## src/rtl/reg_file_pkg.sv

```systemverilog
// Shared register-file definitions for the RV32 core: default widths and
// typedefs for a register word and a register index.
package reg_file_pkg;

    localparam int unsigned XLEN       = 32;
    localparam int unsigned REG_ADDR_W = 5;
    localparam int unsigned NUM_REGS   = 2 ** REG_ADDR_W;

    typedef logic [XLEN-1:0]       reg_word_t;
    typedef logic [REG_ADDR_W-1:0] reg_idx_t;

endpackage

```

## src/rtl/reg_file.sv

```systemverilog
// Architectural register file: two combinational read ports, one synchronous
// write port, all entries cleared by an asynchronous active-low reset.
module reg_file
    import reg_file_pkg::*;
#(
    parameter int unsigned DATA_WIDTH   = XLEN,
    parameter int unsigned ADDR_WIDTH   = REG_ADDR_W,
    parameter bit          X0_HARDWIRED = 1'b0
) (
    input  logic                  clk,
    input  logic                  RST,
    input  logic [ADDR_WIDTH-1:0] A1,
    input  logic [ADDR_WIDTH-1:0] A2,
    input  logic [ADDR_WIDTH-1:0] A3,
    input  logic [DATA_WIDTH-1:0] WD3,
    input  logic                  WE3,
    output logic [DATA_WIDTH-1:0] RD1,
    output logic [DATA_WIDTH-1:0] RD2
);

    localparam int unsigned NUM_ENTRIES = 2 ** ADDR_WIDTH;

    logic [DATA_WIDTH-1:0] regs [NUM_ENTRIES];
    logic                  write_ok;

    // With x0 hardwired, writes to index 0 are dropped so the stored value stays 0.
    assign write_ok = WE3 && !(X0_HARDWIRED && (A3 == '0));

    always_ff @(posedge clk or negedge RST) begin
        if (!RST) begin
            for (int unsigned i = 0; i < NUM_ENTRIES; i++) begin
                regs[i] <= '0;
            end
        end else if (write_ok) begin
            regs[A3] <= WD3;
        end
    end

    // No write-through bypass: a read of A3 sees the new value only after the edge.
    always_comb begin
        RD1 = regs[A1];
        if (X0_HARDWIRED && (A1 == '0)) begin
            RD1 = '0;
        end
    end

    always_comb begin
        RD2 = regs[A2];
        if (X0_HARDWIRED && (A2 == '0)) begin
            RD2 = '0;
        end
    end

endmodule

```

## config.mk

```make
export PLATFORM = sky130hd
export DESIGN_NAME = reg_file
export DESIGN_NICKNAME = d
export VERILOG_FILES = /design/src/rtl/reg_file_pkg.sv /design/src/rtl/reg_file.sv
export SDC_FILE = /design/constraint.sdc
export NUM_CORES = 2
export LEC_CHECK = 0
export CAP_MARGIN = 10
export CORE_MARGIN = 1
export CORE_UTILIZATION = 55
export CTS_BUF_LIST = sky130_fd_sc_hd__clkbuf_4 sky130_fd_sc_hd__clkbuf_8
export CTS_CLUSTER_DIAMETER = 60
export DETAILED_ROUTE_END_ITERATION = 10
export GPL_ROUTABILITY_DRIVEN = 1
export PLACE_DENSITY = 0.72
export REMOVE_ABC_BUFFERS = 1
export SLEW_MARGIN = 20
export SYNTH_ARGS = -nofsm -noshare
export SYNTH_HDL_FRONTEND = slang
export SYNTH_SLANG_ARGS = --single-unit
```

## constraint.sdc

```tcl
create_clock -name clk -period 4.6 [get_ports clk]
set_input_delay 0.92 -clock clk [delete_from_list [all_inputs] [get_ports clk]]
set_output_delay 0.92 -clock clk [all_outputs]
set_load 0.01 [all_outputs]
```

; ---- Word level (Yosys, flattened, before mapping)
; Cells that the tools add are included.
[word_totals]
register_bits = 1024
latch_bits = 0
ramBits = 0
romBits = 0
input_bits = 50
output_inout_bits = 64
memories = 0
[classes]
add_sub_neg = 0
multipliers = 0
n_div = 0
magnitude_cmp = 4
eq_ne = 0
shift = 0
n_mux = 9
bitwise = 3
n_reduce_logical = 1
[op_table]
columns = cell, n
row1 = bitwise mux 1024 bit, 1
row2 = binary-select mux 32 bit (select 5 bit), 2
row3 = demux 32 bit (select 5 bit), 1
row4 = two-way mux 32 bit, 5
row5 = greater-or-equal comparator 6 bit (second input constant), 3
row6 = NOT 5 -> 6 bit, 3
row7 = < comparator 6 x 1 -> 1 bit (second input constant), 1
row8 = logical AND 1 bit, 1

; ---- Depth between registers and ports, before layout
[logic_depth]
depth_word = 6
mapped_depth = 8
mapped_depth_nobuf = 5

; ---- Worst setup path before layout
; OpenSTA, ideal clock, no wires.
[synth_path]
path_type = input to output
from = input A2[1]
to = output RD2[0]
t_arrival_ps = 2166
setup_slack_ps = 1514
cell_stages = 8
path_buffers = 4
path_cell_list = buf_2 -> buf_4 -> buf_2 -> buf_2 -> mux2i_1 -> nand2_1 -> a31oi_1 -> nand3_1
[synth_via]
elab_chain_cells = 4
[synth_rtl]
columns = element, line
row1 = "start, declared", reg_file.sv:13  ; input logic [ADDR_WIDTH-1:0] A2,
row2 = NOT 5 -> 6 bit (not written as such), reg_file.sv:48  ; RD2 = regs[A2];
row3 = binary-select mux 32 bit (select 5 bit), reg_file.sv:48
row4 = two-way mux 32 bit (not written as such) (2 in series), reg_file.sv:48
row5 = "end, declared", reg_file.sv:18  ; output logic [DATA_WIDTH-1:0] RD2
; No other way between the ends. The select of a mux whose other input is x is not followed.

; ---- Final worst setup path
[layout_path]
from = input A1[0]
to = output RD1[26]
[layout_via]
elab_chain_cells = 4
[layout_rtl]
columns = element, line
row1 = "start, declared", reg_file.sv:12  ; input logic [ADDR_WIDTH-1:0] A1,
row2 = NOT 5 -> 6 bit (not written as such), reg_file.sv:41  ; RD1 = regs[A1];
row3 = binary-select mux 32 bit (select 5 bit), reg_file.sv:41
row4 = two-way mux 32 bit (not written as such) (2 in series), reg_file.sv:41
row5 = "end, declared", reg_file.sv:17  ; output logic [DATA_WIDTH-1:0] RD1,
; No other way between the ends. The select of a mux whose other input is x is not followed.

==> metrics.cfg <==
[status]
status = finished, final reports clean

[floorplan]
start_util_pct = 55.8
num_rows = 116
io-pin-count = 114
dieWidth_um = 322
die_y_um = 322
dieArea_mm2 = 0.104
core_mm2 = 0.101

[final_layout]
final_core_util_pct = 62.6
largestRegisters = regs (1024)
nFillCells = 7951
synthToLayoutAreaGrowth_pct = 12.1
final_cells = 6145
regMostFlops = regs
drive_gt1_share_pct = 32.7
largest_reg_flops = 1024
layout.nets = 4712

[cts]
cts.clk_slew.worst_paths_ns = 0.06
cts_tree = yes
post_cts_buffers = 0
clkSinkCount = 1024
ctsResizeCount = 0
hold_buffers = 0
htree_num_levels = 4
clockBufferDepth = 3
cts_root_buf = clkbuf_8
worstSkewPairLatency_ns = 0.84
cts_made_buffers = 174

[yosys]
yosysWarnings = 0
synth_edf_count = 0
synth_top_family_by_area = multiplexers
synthAdderAreaFrac_pct = 0
synth_compound_area_share_pct = 6.98
yosys-top-cells-area = dfrtp_1, mux2_2, mux2i_1
synth_mux_area_share_pct = 38.7
synth.avg_cell_area_um2 = 12.2
synthTopCellsByCount = dfrtp_1, mux2i_1, mux2_2, nand2_1, nand3_1
synth_cells = 4605
post-synth-top-area-cell = dfrtp_1
yosysTopAreaCellShare_pct = 45.6
syn-cell-area_mm2 = 0.0562
synth_seq_cells = 1024
yosys.cell_types.count = 28
async_flop_share_pct = 100
synth_xor_xnor_area_share_pct = 0
synth-simple-area-share_pct = 4.38
synthFlopType = dfrtp_1
synth-seq-area-share_pct = 45.6

[setup_path]
cp_max_fo = 35
crit_arrival_ns = 3.57
ff2ff_path_depth = 1
critPathCaptureType = primary output
crit_type = input port to primary output
startpoint_type = input port
cp.required_ns = 3.68

[sta]
hold_viol = 0
rsz0062_at_grt = false
post-route-period-util_pct = 97.7
worst_slew_pin_slew_ns = 1.11
finalClockSkew_ns = 0
fmax_mhz = 223
final_max_slew_viol_count = 0
period_needed_ns = 4.49
maxSlewHeadroom_pct = 25.9
setup_violations = 0

[placed_design]
place.detailed.hpwl_mm = 98.4
place.gp.congestion = 0.854
numPortBuffers = 113
placedCellCount = 5841

[grt]
grt_pass1_vias = 40500
track_usage_pct = 32.8
grt.overflow.total = 0
grt_max_degree = 128
grt_pass1_wl_mm = 255
antenna_found_initial = 4

[power]
peakVddDrop_uv = 251
p_leak_nw = 29.8
power.density_mw_per_mm2 = 414

[drt]
vias_per_cell = 6.48
drc_errors = 0
dr.pass1.iters = 6
drt-total-wl_mm = 169
num_vias = 39800
dr.first_iter.drc_count = 3898
antenna_left = 0
wl_per_cell_um = 27.6

[worst_hold_path]
min_path_type = input port to asynchronous set/reset pin

[flow_run]
max_cap_violations = 0

==> metal layers <==
| metal | wire [µm] | up-vias | track usage, % | part of all wire [%] |
|---|---|---|---|---|
| met1 | 73300 | 20800 | 44.9 | 43 |
| met4 | 5370 | 4 | 11.9 | 3.2 |
| met3 | 13300 | 342 | 7.39 | 7.9 |
| met5 | 22 | - | 0 | 0.013 |
| met2 | 77400 | 1566 | 50.9 | 46 |
| li1 | - | 17200 | - | - |
==> report_power, final <==
part | total (mW) | internal (mW) | switching (mW)
Clock | 8.66 | 4.91 | 3.75
Combinational | 5.32 | 2.87 | 2.45
Sequential | 12.1 | 10.8 | 1.34
==> path summary, 6_finish.rpt <==
| path | from | to | slack [ns] |
|---|---|---|---|
| min in group clk | regs[634] | regs[634] | 0.51 |
| setup / recovery | A1[0] | RD1[26] | 0.11 |
| hold / removal | RST | regs[963] | 0.1 |
| hold reg to reg | regs[634] | regs[634] | 0.51 |
| setup reg to reg | regs[348] | regs[348] | 3.78 |
| max in group asynchronous | RST | regs[689] | 3.19 |
==> stage by stage <==
step | setup WS, ns | cell area (µm²) | hold WS, ns | setup TNS, ns | total power [mW]
global placement | 0.109 | 59400 | 0.490 | 0 | 17.3
finish | 0.106 | 63100 | 0.0969 | 0 | 26.1
CTS | 0.0681 | 63100 | 0.0415 | 0 | 26.2
global route | 0.0506 | 63100 | 0.106 | 0 | 27.3
floorplan | -2.19 | 53800 | 0.479 | -140.40 | 15.4
detailed placement | 0.0829 | 59400 | 0.501 | 0 | 17.5
==> cells in the final DEF, fill, tap and decap left out, types with 5 or more instances in the layout <==
cell             instances
nor3_1                  65
nand3_1                194
mux2_1                  37
a31oi_1                 64
nor2_4                  18
buf_4                  125
a21oi_1                192
dfrtp_1               1024
nand2_1                193
clkinvlp_4               5
clkdlybuf4s50_1        102
clkinv_2                 7
mux2i_1               1024
a22o_1                 128
mux2_2                 987
buf_12                  87
clkbuf_4                60
a22oi_1                192
nand2_2                 18
clkbuf_8               219
buf_2                    8
==> critical path, cell delays in order <==
cell and delay (ns):
clkdlybuf4s50_1 0.60, nor2_4 0.38, buf_12 0.30, a22o_1 0.21, nor3_1 0.05, a31oi_1 0.38
nand3_1 0.19, clkdlybuf4s50_1 0.52
==> final cells by class <==
| class | count | area [µm²] | area share, % |
|---|---|---|---|
| antenna | 2 | 5.00 | 0.00793 |
| clock buffer | 279 | 3460 | 5.49 |
| clock inverter | 21 | 225 | 0.357 |
| multi-input combinational | 3137 | 28300 | 44.8 |
| sequential | 1024 | 25600 | 40.6 |
| tap | 1357 | 1700 | 2.69 |
| timing repair buffer | 325 | 3790 | 6.00 |
==> logic make-up after synthesis <==
| logic type | Yosys count |
|---|---|
| mux | 2048 |
| flops | 1024 |
| compound gates | 576 |
| simple gates | 513 |
| buf+inv | 444 |
Power figures use the tool's default switching activity.
